**src/rtl/render_bus_pkg.sv**
```systemverilog
// Shared definitions for the render bus: bus width, register IDs, the bubble
// word and the scheduler state encoding.
package render_bus_pkg;

    localparam int BUS_W    = 12;
    localparam int REG_ID_W = 3;
    localparam int CFG_W    = 2 * BUS_W + REG_ID_W;   // target + reg_id + data

    localparam logic [REG_ID_W-1:0] REG_X      = 3'd0;
    localparam logic [REG_ID_W-1:0] REG_Y      = 3'd1;
    localparam logic [REG_ID_W-1:0] REG_WIDTH  = 3'd2;
    localparam logic [REG_ID_W-1:0] REG_HEIGHT = 3'd3;
    localparam logic [REG_ID_W-1:0] REG_COLOUR = 3'd4;

    // Register ID 0xFFF is ignored by every stage, so this word is a no-op.
    localparam logic [BUS_W-1:0] BUBBLE_X = 12'hFFF;
    localparam logic [BUS_W-1:0] BUBBLE_Y = 12'hFFF;

    typedef struct packed {
        logic [BUS_W-1:0]    target;
        logic [REG_ID_W-1:0] reg_id;
        logic [BUS_W-1:0]    data;
    } cfg_word_t;

    typedef enum logic [1:0] {
        ST_IDLE    = 2'd0,
        ST_PROGRAM = 2'd1,
        ST_SCAN    = 2'd2
    } sched_state_t;

endpackage

```
**src/rtl/render_stream_scheduler_cfg_fifo.sv**
```systemverilog
// cfg_fifo: synchronous first-word-fall-through FIFO for host config words.
// Ports:
//   clk, rst_n          clock, async active-low reset (empties the FIFO)
//   push_i / wdata_i    write strobe and word; ignored when full
//   pop_i               advance the read side; ignored when empty
//   rdata_o             head of FIFO, valid whenever empty_o is low
//   count_o             number of stored words, 0..DEPTH
//   full_o / empty_o    occupancy flags
module cfg_fifo
    import render_bus_pkg::*;
#(
    parameter int DEPTH = 8,
    parameter int WIDTH = CFG_W
) (
    input  logic                     clk,
    input  logic                     rst_n,
    input  logic                     push_i,
    input  logic [WIDTH-1:0]         wdata_i,
    input  logic                     pop_i,
    output logic [WIDTH-1:0]         rdata_o,
    output logic [$clog2(DEPTH):0]   count_o,
    output logic                     full_o,
    output logic                     empty_o
);

    localparam int AW = $clog2(DEPTH);

    logic [WIDTH-1:0] mem_q [DEPTH];
    logic [AW-1:0]    wr_ptr_q, wr_ptr_d;
    logic [AW-1:0]    rd_ptr_q, rd_ptr_d;
    logic [AW:0]      count_q,  count_d;
    logic             do_push, do_pop;

    assign full_o  = (count_q == (AW+1)'(DEPTH));
    assign empty_o = (count_q == '0);
    assign do_push = push_i && !full_o;
    assign do_pop  = pop_i  && !empty_o;

    // Pointers wrap naturally because DEPTH is a power of two.
    always_comb begin
        wr_ptr_d = wr_ptr_q;
        rd_ptr_d = rd_ptr_q;
        count_d  = count_q;
        if (do_push) wr_ptr_d = wr_ptr_q + AW'(1);
        if (do_pop)  rd_ptr_d = rd_ptr_q + AW'(1);
        if (do_push && !do_pop)      count_d = count_q + (AW+1)'(1);
        else if (do_pop && !do_push) count_d = count_q - (AW+1)'(1);
    end

    always_ff @(posedge clk or negedge rst_n) begin
        if (!rst_n) begin
            wr_ptr_q <= '0;
            rd_ptr_q <= '0;
            count_q  <= '0;
        end else begin
            wr_ptr_q <= wr_ptr_d;
            rd_ptr_q <= rd_ptr_d;
            count_q  <= count_d;
        end
    end

    always_ff @(posedge clk) begin
        if (do_push) mem_q[wr_ptr_q] <= wdata_i;
    end

    assign rdata_o = mem_q[rd_ptr_q];
    assign count_o = count_q;

endmodule

```
**src/rtl/render_stream_scheduler.sv**
```systemverilog
// render_stream_scheduler: buffers host config writes and sequences each frame
// on the shared program/x/y/data bus (program burst, then background raster).
//
//   state      | meaning
//   -----------+-------------------------------------------------------------
//   ST_IDLE    | bubble on the bus; waits for frame_go
//   ST_PROGRAM | emits one queued config word per cycle until the FIFO drains
//   ST_SCAN    | emits background pixels (0,0)..(H-1,V-1), then returns to IDLE
//
// Ports:
//   clk, rst_n                         clock, async active-low reset
//   cfg_valid/cfg_ready                host config handshake
//   cfg_target/cfg_reg_id/cfg_data     config word fields
//   frame_go                           frame start request (IDLE only)
//   busy, frame_done                   status; frame_done marks last pixel
//   program_out/x_out/y_out/data_out   registered render bus
module render_stream_scheduler
    import render_bus_pkg::*;
#(
    parameter int               H_ACTIVE   = 640,
    parameter int               V_ACTIVE   = 480,
    parameter logic [BUS_W-1:0] BG_COLOR   = 12'h000,
    parameter int               FIFO_DEPTH = 8
) (
    input  logic                clk,
    input  logic                rst_n,
    input  logic                cfg_valid,
    output logic                cfg_ready,
    input  logic [BUS_W-1:0]    cfg_target,
    input  logic [REG_ID_W-1:0] cfg_reg_id,
    input  logic [BUS_W-1:0]    cfg_data,
    input  logic                frame_go,
    output logic                busy,
    output logic                frame_done,
    output logic                program_out,
    output logic [BUS_W-1:0]    x_out,
    output logic [BUS_W-1:0]    y_out,
    output logic [BUS_W-1:0]    data_out
);

    localparam int XW = (H_ACTIVE > 1) ? $clog2(H_ACTIVE) : 1;
    localparam int YW = (V_ACTIVE > 1) ? $clog2(V_ACTIVE) : 1;
    localparam int CW = $clog2(FIFO_DEPTH) + 1;
    localparam logic [XW-1:0] X_LAST = XW'(H_ACTIVE - 1);
    localparam logic [YW-1:0] Y_LAST = YW'(V_ACTIVE - 1);

    sched_state_t     state_q, state_d;
    logic [XW-1:0]    x_q, x_d;
    logic [YW-1:0]    y_q, y_d;
    logic             cfg_ready_q, cfg_ready_d;
    logic             busy_q, busy_d;
    logic             done_q, done_d;
    logic             prog_q, prog_d;
    logic [BUS_W-1:0] bus_x_q, bus_x_d;
    logic [BUS_W-1:0] bus_y_q, bus_y_d;
    logic [BUS_W-1:0] bus_data_q, bus_data_d;

    logic             push, pop;
    cfg_word_t        fifo_head;
    logic [CW-1:0]    fifo_count;
    logic             fifo_full, fifo_empty;

    assign push = cfg_valid && cfg_ready_q;
    assign pop  = (state_q == ST_PROGRAM) && !fifo_empty;

    cfg_fifo #(
        .DEPTH (FIFO_DEPTH),
        .WIDTH (CFG_W)
    ) u_cfg_fifo (
        .clk     (clk),
        .rst_n   (rst_n),
        .push_i  (push),
        .wdata_i ({cfg_target, cfg_reg_id, cfg_data}),
        .pop_i   (pop),
        .rdata_o (fifo_head),
        .count_o (fifo_count),
        .full_o  (fifo_full),
        .empty_o (fifo_empty)
    );

    // cfg_ready is registered, so it tracks the FIFO's next-cycle fullness.
    assign cfg_ready_d = !((fifo_full && !pop) ||
                           (fifo_count == CW'(FIFO_DEPTH - 1) && push && !pop));

    always_comb begin
        state_d    = state_q;
        x_d        = x_q;
        y_d        = y_q;
        busy_d     = 1'b0;
        done_d     = 1'b0;
        prog_d     = 1'b1;
        bus_x_d    = BUBBLE_X;
        bus_y_d    = BUBBLE_Y;
        bus_data_d = '0;
        case (state_q)
            ST_IDLE: begin
                if (frame_go) state_d = fifo_empty ? ST_SCAN : ST_PROGRAM;
            end
            ST_PROGRAM: begin
                busy_d     = 1'b1;
                bus_x_d    = fifo_head.target;
                bus_y_d    = BUS_W'(fifo_head.reg_id);
                bus_data_d = fifo_head.data;
                // Decided on the pre-push count: a word arriving now waits a frame.
                if (fifo_count == CW'(1)) state_d = ST_SCAN;
            end
            ST_SCAN: begin
                busy_d     = 1'b1;
                prog_d     = 1'b0;
                bus_x_d    = BUS_W'(x_q);
                bus_y_d    = BUS_W'(y_q);
                bus_data_d = BG_COLOR;
                if (x_q == X_LAST) begin
                    x_d = '0;
                    if (y_q == Y_LAST) begin
                        y_d     = '0;
                        done_d  = 1'b1;
                        state_d = ST_IDLE;
                    end else begin
                        y_d = y_q + YW'(1);
                    end
                end else begin
                    x_d = x_q + XW'(1);
                end
            end
            default: state_d = ST_IDLE;
        endcase
    end

    always_ff @(posedge clk or negedge rst_n) begin
        if (!rst_n) begin
            state_q     <= ST_IDLE;
            x_q         <= '0;
            y_q         <= '0;
            cfg_ready_q <= 1'b0;
            busy_q      <= 1'b0;
            done_q      <= 1'b0;
            prog_q      <= 1'b1;
            bus_x_q     <= BUBBLE_X;
            bus_y_q     <= BUBBLE_Y;
            bus_data_q  <= '0;
        end else begin
            state_q     <= state_d;
            x_q         <= x_d;
            y_q         <= y_d;
            cfg_ready_q <= cfg_ready_d;
            busy_q      <= busy_d;
            done_q      <= done_d;
            prog_q      <= prog_d;
            bus_x_q     <= bus_x_d;
            bus_y_q     <= bus_y_d;
            bus_data_q  <= bus_data_d;
        end
    end

    assign cfg_ready   = cfg_ready_q;
    assign busy        = busy_q;
    assign frame_done  = done_q;
    assign program_out = prog_q;
    assign x_out       = bus_x_q;
    assign y_out       = bus_y_q;
    assign data_out    = bus_data_q;

endmodule

```
**config.mk**
```make
export PLATFORM = sky130hd
export DESIGN_NAME = render_stream_scheduler
export DESIGN_NICKNAME = d
export VERILOG_FILES = /design/src/rtl/render_bus_pkg.sv /design/src/rtl/render_stream_scheduler_cfg_fifo.sv /design/src/rtl/render_stream_scheduler.sv
export SDC_FILE = /design/constraint.sdc
export NUM_CORES = 1
export LEC_CHECK = 0
export ABC_AREA = 0
export CAP_MARGIN = 25
export CELL_PAD_IN_SITES_DETAIL_PLACEMENT = 0
export CELL_PAD_IN_SITES_GLOBAL_PLACEMENT = 1
export CORE_ASPECT_RATIO = 1.75
export CORE_MARGIN = 2
export CORE_UTILIZATION = 35
export DETAILED_ROUTE_END_ITERATION = 8
export DONT_BUFFER_PORTS = 1
export HOLD_SLACK_MARGIN = 0.03
export PLACE_DENSITY = 0.53
export SLEW_MARGIN = 20
export SYNTH_ARGS = -nofsm -noshare
export SYNTH_HDL_FRONTEND = slang
export SYNTH_SLANG_ARGS = --single-unit
```
**constraint.sdc**
```tcl
create_clock -name clk -period 4.7 [get_ports clk]
set_input_delay 0.705 -clock clk [delete_from_list [all_inputs] [get_ports clk]]
set_output_delay 0.705 -clock clk [all_outputs]
set_load 0.02 [all_outputs]
```
==> results.py, run 1 <==
metrics = {
    "outcome": {
        "status": "finished, final reports clean",
    },
    "routing": {
        "drc": 0,
        "drt-initial-drc-count": 311,
        "routedWlPerCell_um": 23.4,
        "wl_um": 23600,
        "ant_nets": 0,
        "num_vias": 5224,
        "avgViaCountPerCell": 5.18,
        "first_pass_iters": 5,
    },
    "worst_setup_path": {
        "cp.required_ns": 4.91,
        "crit_fanout": 21,
        "crit_path_end_kind": "flop",
        "critPathKind": "flop to flop",
        "cp.arrival_ns": 3.15,
        "start_kind": "flop",
    },
    "final_layout": {
        "fin_nets": 633,
        "drive_gt1_frac": 0.254,
        "antenna_cells": 0,
        "syn_to_final_growth_pct": 12.9,
        "layout_common_cells": "edfxtp_1, dfrtp_1, mux4_2, clkbuf_16, dfstp_2",
        "layout_commonest_cell": "edfxtp_1",
    },
    "synth": {
        "ys.warnings.count": 0,
        "synth_top_family_by_area": "multiplexers",
        "synthFlopType": "edfxtp_1",
        "synth_mux_area_frac": 0.147,
        "synthCells": 573,
        "syn_area_um2": 11100,
        "synth_xor_area_frac": 0.0134,
        "synth_edf_count": 216,
        "synth-simple-area-share": 0.0452,
        "synth.net_count": 615,
        "ys_async_sr_fraction": 0.242,
        "synth_seq_cells": 285,
        "synth_fa_ha_area_frac": 0.0124,
        "synth-compound-area-share": 0.0253,
        "syn_avg_cell_area_um2": 19.4,
        "seq_area_frac_synth": 0.740,
        "yosysUniqueCellTypes": 43,
    },
    "clock_network": {
        "h-tree-depth": 1,
        "clkTransAtPathRegs_ns": 0.06,
        "cts.hold.buffers_added": 1,
        "cts_made_buffers": 28,
        "cts_sinks": 285,
        "clk_latency_ns": 0.54,
        "root_buffer": "clkbuf_16",
        "cts_buffer_depth": 3,
        "postCtsSetupRepairBufs": 0,
        "postCtsResizedCells": 0,
        "cts_tree": "built",
    },
    "global_routing": {
        "grt_pass1_wl_um": 36000,
        "grt_max_degree": 70,
        "grt_pass1_vias": 5747,
        "grt-ovfl-total": 0,
        "grt_antenna_before_repair": 0,
        "grt.total_usage": 0.143,
    },
    "sta": {
        "relSlewSlack": 0.466,
        "whs_ns": 0.0298,
        "hold_violations": 0,
        "rsz0062_at_grt": "no",
        "period_share": 0.626,
        "fin_skew_ns": 0.00963,
        "worstMarginPinSlew_ns": 0.801,
        "min_period_ns": 2.94,
        "worst_slack_ns": 1.76,
        "fmax_mhz": 340,
        "setup_viol": 0,
        "tns_ns": 0,
        "drv_slew": 0,
    },
    "placed_design": {
        "dpl.hpwl_um": 13800,
        "gp_congestion": 0.733,
        "pre_cts_ws_ns": 1.74,
        "portBuffers": 0,
    },
    "pwr": {
        "leakage_nw": 4.31,
        "powerDensity_nw_per_um2": 636,
        "irDropWorstVdd_uv": 363,
    },
    "run": {
        "maxCapViolations": 0,
    },
    "floorplan": {
        "start_util": 0.354,
        "row_count": 86,
        "die_area_um2": 33300,
        "fp.dieH_um": 240,
        "ios": 71,
        "fp.dieW_um": 139,
        "core_area_um2": 31400,
    },
    "hold_path": {
        "hold_class": "input port to asynchronous set/reset pin",
    },
}
-- per-stage QoR --
stage                     instance area [um2]   util  total power [mW]  std cells
final                                   12600  0.400              7.99       1009
after global routing                    12600  0.400              8.41       1009
after CTS                               12500  0.399              8.12       1007
after detailed placement                11600  0.370              5.93        954
after global placement                  11600  0.370              5.89        953
after floorplan                         11100      -              5.32        573
-- where the power goes --
part	switching, mW	leakage, nW	total [mW]	internal (mW)
Combinational	1.04	1.09	2.01	0.965
Clock	0.935	0.425	2.13	1.20
Sequential	0.526	2.79	3.86	3.33
Total	2.50	4.31	7.99	5.49
-- cell families (layout without fill, tap and decap cells) --
| kind of cell | count (synthesis) | in the layout |
|---|---|---|
| flops | 285 | 285 |
| xor+xnor | 17 | 17 |
| buf+inv | 38 | 78 |
| compound gates | 37 | 37 |
| simple gates | 96 | 96 |
| mux | 89 | 89 |
| fa+ha+maj | 11 | 11 |
-- Yosys cell counts (3+ instances only) --
cell type / instances / area share
xor2_1: 6 / 0.0047
mux2_2: 18 / 0.018
buf_6: 3 / 0.0030
nor2_1: 17 / 0.0057
nand3_1: 12 / 0.0054
mux4_2: 41 / 0.083
nor2b_1: 14 / 0.0079
nand4_1: 6 / 0.0034
ha_1: 11 / 0.012
a21o_1: 7 / 0.0047
buf_2: 4 / 0.0018
buf_4: 4 / 0.0027
a21oi_1: 8 / 0.0036
a221o_1: 12 / 0.011
mux2i_1: 17 / 0.015
nand2_1: 20 / 0.0067
dfstp_2: 23 / 0.054
o21ai_0: 4 / 0.0018
nor3_1: 9 / 0.0040
inv_1: 9 / 0.0030
or3b_2: 3 / 0.0024
mux4_1: 13 / 0.031
clkbuf_1: 16 / 0.0054
edfxtp_1: 216 / 0.58
dfrtp_1: 46 / 0.10
xnor2_1: 11 / 0.0087
-- path summary, 6_finish.rpt --
check	from	to	slack, ns	depth (start not counted)
max reg2reg	u_cfg_fifo.count_o[0]	u_cfg_fifo.mem_q[4][23]	1.76	8
min reg2reg	x_q[6]	x_q[6]	0.53	1
max	u_cfg_fifo.count_o[0]	u_cfg_fifo.mem_q[4][23]	1.76	8
min	rst_n	data_out[0]	0.03	1
min in group clk	cfg_reg_id[1]	u_cfg_fifo.mem_q[5][13]	0.25	0
max in group asynchronous	rst_n	x_out[10]	4.28	1
-- critical path: stages, from the launching register on --
cell      delay, ns
dfrtp_1        0.45
inv_1          0.07
ha_1           0.24
nand3b_1       0.13
nand3_1        0.31
inv_1          0.23
nand2_1        0.18
nor3_2         0.51
buf_4          0.45
-- per-layer routing --
layer | vias to the layer above | global-route usage | part of all wire
met5 | - | 0 | 0
met4 | 0 | 0.0444 | 0.023
met3 | 29 | 0.0275 | 0.043
met2 | 103 | 0.274 | 0.56
met1 | 2778 | 0.161 | 0.38
li1 | 2314 | - | -
-- registers in the layout, indices dropped and copies added, names as in the netlist --
name and flops:
busy 1, cfg_ready 1, u_cfg_fifo.wr_ptr_q 3, frame_done 1, u_cfg_fifo.count_o 4, state_q 2
data_out 12, y_q 9, y_out 10, x_out 12, x_q 10, u_cfg_fifo.rd_ptr_q 3
u_cfg_fifo.mem_q 216, program_out 1
-- final cells by class --
class	count	area (um2)
clock buffer	34	754
clock inverter	18	120
fill	2850	18800
inverter	9	33.8
multi-input combinational	250	2740
sequential	285	8250
tap	396	495
timing repair buffer	17	180
Power figures use the tool's default switching activity.
==> run 2, diff against run 1 <==
- clock period: 4.7 -> 2.95 ns (I/O delays scaled with it)
==> results.py, run 2 (synthesis gave the netlist of run 1 again) <==
metrics = {
    "clock_network": {
        "cts_made_buffers": 28,
        "cts_tree": "built",
        "root_buffer": "clkbuf_16",
        "cts_sinks": 285,
        "cts_buffer_depth": 3,
        "clk_latency_ns": 0.54,
        "postCtsResizedCells": 0,
        "h-tree-depth": 1,
        "clkTransAtPathRegs_ns": 0.06,
    },
    "floorplan": {
        "core_area_um2": 31400,
        "fp.dieW_um": 139,
        "ios": 71,
        "start_util": 0.354,
        "row_count": 86,
        "die_area_um2": 33300,
        "fp.dieH_um": 240,
    },
    "placed_design": {
        "portBuffers": 0,
        "gp_congestion": 0.696,
        "placed_cell_area_um2": 11700,
        "pre_cts_ws_ns": 0.653,
        "dpl.hpwl_um": 14000,
    },
    "pwr": {
        "p_clk_frac": 0.281,
        "seqPwrFrac": 0.478,
        "intPower_mw": 9.14,
        "power_switching_mw": 4.02,
        "leakage_nw": 4.52,
        "irDropWorstVdd_uv": 649,
        "comb_power_share": 0.240,
        "powerDensity_nw_per_um2": 1010,
        "swShare": 0.305,
    },
    "global_routing": {
        "grt-ovfl-total": 0,
        "grt_antenna_before_repair": 1,
        "grt_pass1_vias": 5769,
        "grt_max_degree": 70,
        "grt.total_usage": 0.144,
        "grt_pass1_wl_um": 36100,
    },
    "final_layout": {
        "drive_gt1_frac": 0.253,
        "regMostFlops": "u_cfg_fifo.mem_q",
        "fin_util": 0.414,
        "layout_commonest_cell": "edfxtp_1",
        "layout_common_cells": "edfxtp_1, dfrtp_1, mux4_2, clkbuf_16, dlygate4sd3_1",
        "design_area_um2": 13000,
        "fin_nets": 670,
        "syn_to_final_growth_pct": 16.9,
        "largest_register_ffs": 216,
    },
    "sta": {
        "min_period_ns": 2.31,
        "setup_viol": 0,
        "worst_slack_ns": 0.636,
        "tns_ns": 0,
        "drv_slew": 0,
        "relSlewSlack": 0.481,
        "rsz0062_at_grt": "no",
        "hold_violations": 0,
        "period_share": 0.784,
        "worstMarginPinSlew_ns": 0.779,
        "whs_ns": 0.104,
        "fin_skew_ns": 0.00965,
        "fmax_mhz": 432,
    },
    "worst_setup_path": {
        "cp.arrival_ns": 2.78,
        "cp.required_ns": 3.42,
        "crit_fanout": 6,
        "critPathKind": "flop to flop",
        "crit_path_end_kind": "flop",
        "start_kind": "flop",
    },
    "routing": {
        "wl_met3_um": 845,
        "first_pass_iters": 4,
        "ant_nets": 0,
        "drc": 0,
        "drt-initial-drc-count": 254,
        "wl_met1_um": 9370,
        "num_vias": 5392,
        "avgViaCountPerCell": 5.15,
        "routedWlPerCell_um": 22.8,
        "route.met2.wl_um": 13200,
        "wl_um": 23800,
        "maxUsedRoutingLayer": "met4",
    },
    "outcome": {
        "status": "finished, final reports clean",
    },
    "run": {
        "maxCapViolations": 0,
    },
    "hold_path": {
        "hold_class": "input port to flop",
    },
}
[run 2: timing repair]
| item | 4_1_cts | 5_1_grt |
|---|---|---|
| hold buffers | 29 | 0 |
| buffers inserted | 0 | 0 |
| endpoints found under the hold margin | 285 | 0 |
[run 2: area by class of cell]
type                            instances  area, um2
Fill cell                            2787      18400
Antenna cell                            1       2.50
Clock buffer                           35        748
Sequential cell                       285       8250
Tap cell                              396        495
Timing Repair Buffer                   54        520
Multi-Input combinational cell        250       2760
Inverter                                9       33.8
Clock inverter                         16        211
[run 2: path summary, 6_finish.rpt]
check | startpoint | cells after the start | slack [ns] | end
max in group asynchronous | rst_n | 2 | 2.05 | x_out[11]
min in group asynchronous | rst_n | 2 | 0.53 | u_cfg_fifo.wr_ptr_q[0]
worst min register to register | x_q[6] | 1 | 0.50 | x_q[6]
worst max-delay path | u_cfg_fifo.count_o[0] | 9 | 0.64 | u_cfg_fifo.count_o[3]
worst max register to register | u_cfg_fifo.count_o[0] | 9 | 0.64 | u_cfg_fifo.count_o[3]
worst min-delay path | cfg_valid | 2 | 0.10 | cfg_ready
[run 2: metrics by stage]
stage          instances  power (mW)
5_1_grt             1046        13.8
2_1_floorplan        573        8.48
4_1_cts             1045        13.4
3_3_place_gp         965        9.52
3_5_place_dp         965        9.55
6_report            1046        13.2
[run 2: worst max-delay path: stages (launching register included)]
cell and delay, ns:
dfrtp_1 0.44, inv_1 0.08, ha_1 0.21, nand3b_1 0.15, nand3_1 0.15, inv_1 0.11
ha_1 0.26, or4_1 0.51, a21oi_1 0.19, xor2_1 0.15
[run 2: power by group through the flow]
| stage | sequential (mW) | combinational [mW] | clock (mW) |
|---|---|---|---|
| 5_1_grt | 6.40 | 3.46 | 3.96 |
| 3_5_place_dp | 6.41 | 3.15 | 0 |
| 2_1_floorplan | 5.94 | 2.54 | 0 |
| 6_report | 6.29 | 3.16 | 3.70 |
| 4_1_cts | 6.33 | 3.26 | 3.81 |
| 3_3_place_gp | 6.38 | 3.14 | 0 |
[run 2: per-layer routing]
layer / global-route usage / vias up
li1: - / 2394
met3: 0.0231 / 28
met1: 0.165 / 2866
met4: 0.0413 / 0
met2: 0.276 / 104
met5: 0 / -
==> run 3, diff against run 2 <==
- ABC_AREA: 0 -> 1
- PLACE_DENSITY: 0.53 -> 0.57
- clock period: 2.95 -> 2.2 ns (I/O delays scaled with it)
==> results.py, run 3 <==
metrics = {
    "synth": {
        "synthCells": 990,
        "yosysUniqueCellTypes": 32,
        "synth_top_area_share": 0.561,
        "synth.net_count": 1032,
        "synth_edf_count": 216,
        "syn_avg_cell_area_um2": 11.7,
        "ys_async_sr_fraction": 0.242,
        "yosys.area.top_type": "edfxtp_1",
        "synthFlopType": "edfxtp_1",
        "seq_area_frac_synth": 0.713,
        "synth_most_common_cell": "edfxtp_1",
        "synth_commonest_cells": "edfxtp_1, nor2_1, o21ai_0",
        "syn_area_um2": 11600,
        "ys.warnings.count": 0,
        "synthTopCellsByArea": "edfxtp_1, dfrtp_1, nor2_1, dfstp_2, o21ai_0",
        "synth_seq_cells": 285,
    },
    "clock_network": {
        "h-tree-depth": 1,
        "clkTransAtPathRegs_ns": 0.07,
        "cts_buffer_depth": 3,
        "cts_made_buffers": 27,
        "postCtsSetupRepairBufs": 0,
        "cts_sinks": 285,
        "root_buffer": "clkbuf_16",
        "clk_latency_ns": 0.55,
        "cts_tree": "built",
    },
    "sta": {
        "drv_slew": 0,
        "worst_slack_ns": 0.181,
        "hold_violations": 0,
        "relSlewSlack": 0.546,
        "fmax_mhz": 495,
        "fin_skew_ns": 0.0219,
        "setup_viol": 0,
        "min_period_ns": 2.02,
        "worstMarginPinSlew_ns": 0.681,
        "period_share": 0.918,
        "rsz0062_at_grt": "no",
    },
    "floorplan": {
        "fp.dieH_um": 244,
        "die_area_um2": 34600,
        "row_count": 88,
        "ios": 71,
        "core_area_um2": 32800,
        "fp.dieW_um": 141,
        "start_util": 0.352,
    },
    "final_layout": {
        "design_area_um2": 13500,
        "regMostFlops": "u_cfg_fifo.mem_q",
        "largest_register_ffs": 216,
        "fin_nets": 1075,
        "seqCellArea_um2": 8250,
        "layout_common_cells": "edfxtp_1, nor2_1, o21ai_0, nand2_1, nand3_1",
        "layout.cells.non_filler": 1459,
        "syn_to_final_growth_pct": 16.4,
        "fillCellCount": 3095,
        "multi_input_area_um2": 2880,
        "drive_gt1_frac": 0.112,
        "layout_commonest_cell": "edfxtp_1",
        "antenna_cells": 0,
    },
    "global_routing": {
        "grt_pass1_wl_um": 44900,
        "grt_pass1_vias": 7396,
        "grt-ovfl-total": 0,
        "grt_max_degree": 82,
        "grt.total_usage": 0.172,
        "grt_antenna_before_repair": 0,
    },
    "run": {
        "maxCapViolations": 0,
    },
    "worst_setup_path": {
        "crit_fanout": 12,
        "crit_path_end_kind": "flop",
        "cp.arrival_ns": 2.26,
        "start_kind": "flop",
        "critPathKind": "flop to flop",
        "rrSetupSlack_ns": 0.18,
        "cp.required_ns": 2.44,
    },
    "placed_design": {
        "dpl.hpwl_um": 18300,
        "dpl.cell_count": 1380,
        "gp_congestion": 0.840,
        "pre_cts_ws_ns": 0.141,
        "portBuffers": 0,
        "placed_cell_area_um2": 12300,
    },
    "routing": {
        "wl_um": 29500,
        "ant_nets": 0,
        "first_pass_iters": 5,
        "routedWlPerCell_um": 20.2,
        "drt-initial-drc-count": 424,
        "num_vias": 7289,
        "drc": 0,
        "avgViaCountPerCell": 5.00,
    },
    "pwr": {
        "powerDensity_nw_per_um2": 1350,
        "p_clk_frac": 0.258,
        "comb_power_share": 0.312,
        "irDropWorstVdd_uv": 763,
        "leakage_nw": 4.96,
        "power_mw": 18.2,
        "seqPwrFrac": 0.430,
        "intPower_mw": 11.5,
        "power_switching_mw": 6.68,
        "swShare": 0.368,
    },
    "hold_path": {
        "hold_class": "input port to flop",
    },
    "outcome": {
        "status": "finished, final reports clean",
    },
}
## run 3: cell count changes after synthesis, sizes merged, moves of 14 or more
cell,before,now
nand3,12,69
inv,9,59
nand2,20,97
mux2,18,0
a21oi,8,30
buf,13,32
mux4,54,0
o21ai,4,126
mux2i,17,0
nor2b,14,0
nor2,17,211
## run 3: cell type report
| cell class | count | share of cell area |
|---|---|---|
| tap | 405 | 0.0377 |
| multi-input combinational | 598 | 0.214 |
| clock buffer | 36 | 0.0564 |
| sequential | 285 | 0.613 |
| clock inverter | 14 | 0.0101 |
| inverter | 59 | 0.0165 |
| timing repair buffer | 62 | 0.0524 |
## run 3: cell families (layout without fill, tap and decap cells)
group / count (synthesis) / count (layout) / share of synthesized area
flops: 285 / 285 / 0.713
xor+xnor: 11 / 11 / 0.00833
buf+inv: 107 / 171 / 0.0436
compound gates: 182 / 182 / 0.0829
simple gates: 394 / 394 / 0.141
fa+ha+maj: 11 / 11 / 0.0119
## run 3: worst max-delay path, stage by stage, from the launching register on
cell,delay [ns]
dfrtp_1,0.39
inv_1,0.09
ha_1,0.22
nand3_1,0.11
nand2_1,0.09
or2_2,0.41
nor2_4,0.15
buf_4,0.23
## run 3: what timing repair did
action | CTS | global route
endpoints found under the setup margin | 0 | 11
hold endpoints to repair | 285 | 0
hold buffers | 29 | 0
gates resized for setup | 0 | 1
## run 3: power groups by stage
stage | combinational (mW) | clock (mW) | sequential [mW]
finish | 5.67 | 4.69 | 7.82
global route | 6.38 | 5.01 | 7.92
CTS | 5.82 | 4.83 | 7.83
detailed placement | 5.65 | 0 | 7.94
global placement | 5.69 | 0 | 7.93
floorplan | 3.85 | 0 | 7.82
## run 3: routing by layer
| layer | track usage | up-vias | part of all wire |
|---|---|---|---|
| met5 | 0 | - | 0 |
| met3 | 0.0215 | 47 | 0.032 |
| met2 | 0.323 | 138 | 0.55 |
| li1 | - | 3520 | - |
| met4 | 0.0641 | 0 | 0.031 |
| met1 | 0.198 | 3584 | 0.39 |
## run 3: per-stage QoR
step | setup TNS [ns] | util | hold WS, ns
after floorplan | -47.10 | - | 0.0344
after CTS | 0 | 0.410 | 0.0727
after detailed placement | 0 | 0.373 | 0.0378
after global routing | 0 | 0.410 | 0.116
final | 0 | 0.410 | 0.106
after global placement | 0 | 0.373 | 0.0381
## run 3: worst paths after layout
kind / startpoint / to / depth (start not counted)
setup / recovery: u_cfg_fifo.count_o[1] / u_cfg_fifo.mem_q[2][22] / 7
hold / removal: frame_go / state_q[0] / 4
setup reg to reg: u_cfg_fifo.count_o[1] / u_cfg_fifo.mem_q[2][22] / 7
hold reg to reg: state_q[1] / state_q[1] / 2
max in group asynchronous: rst_n / u_cfg_fifo.rd_ptr_q[0] / 2
min in group asynchronous: rst_n / y_q[0] / 2
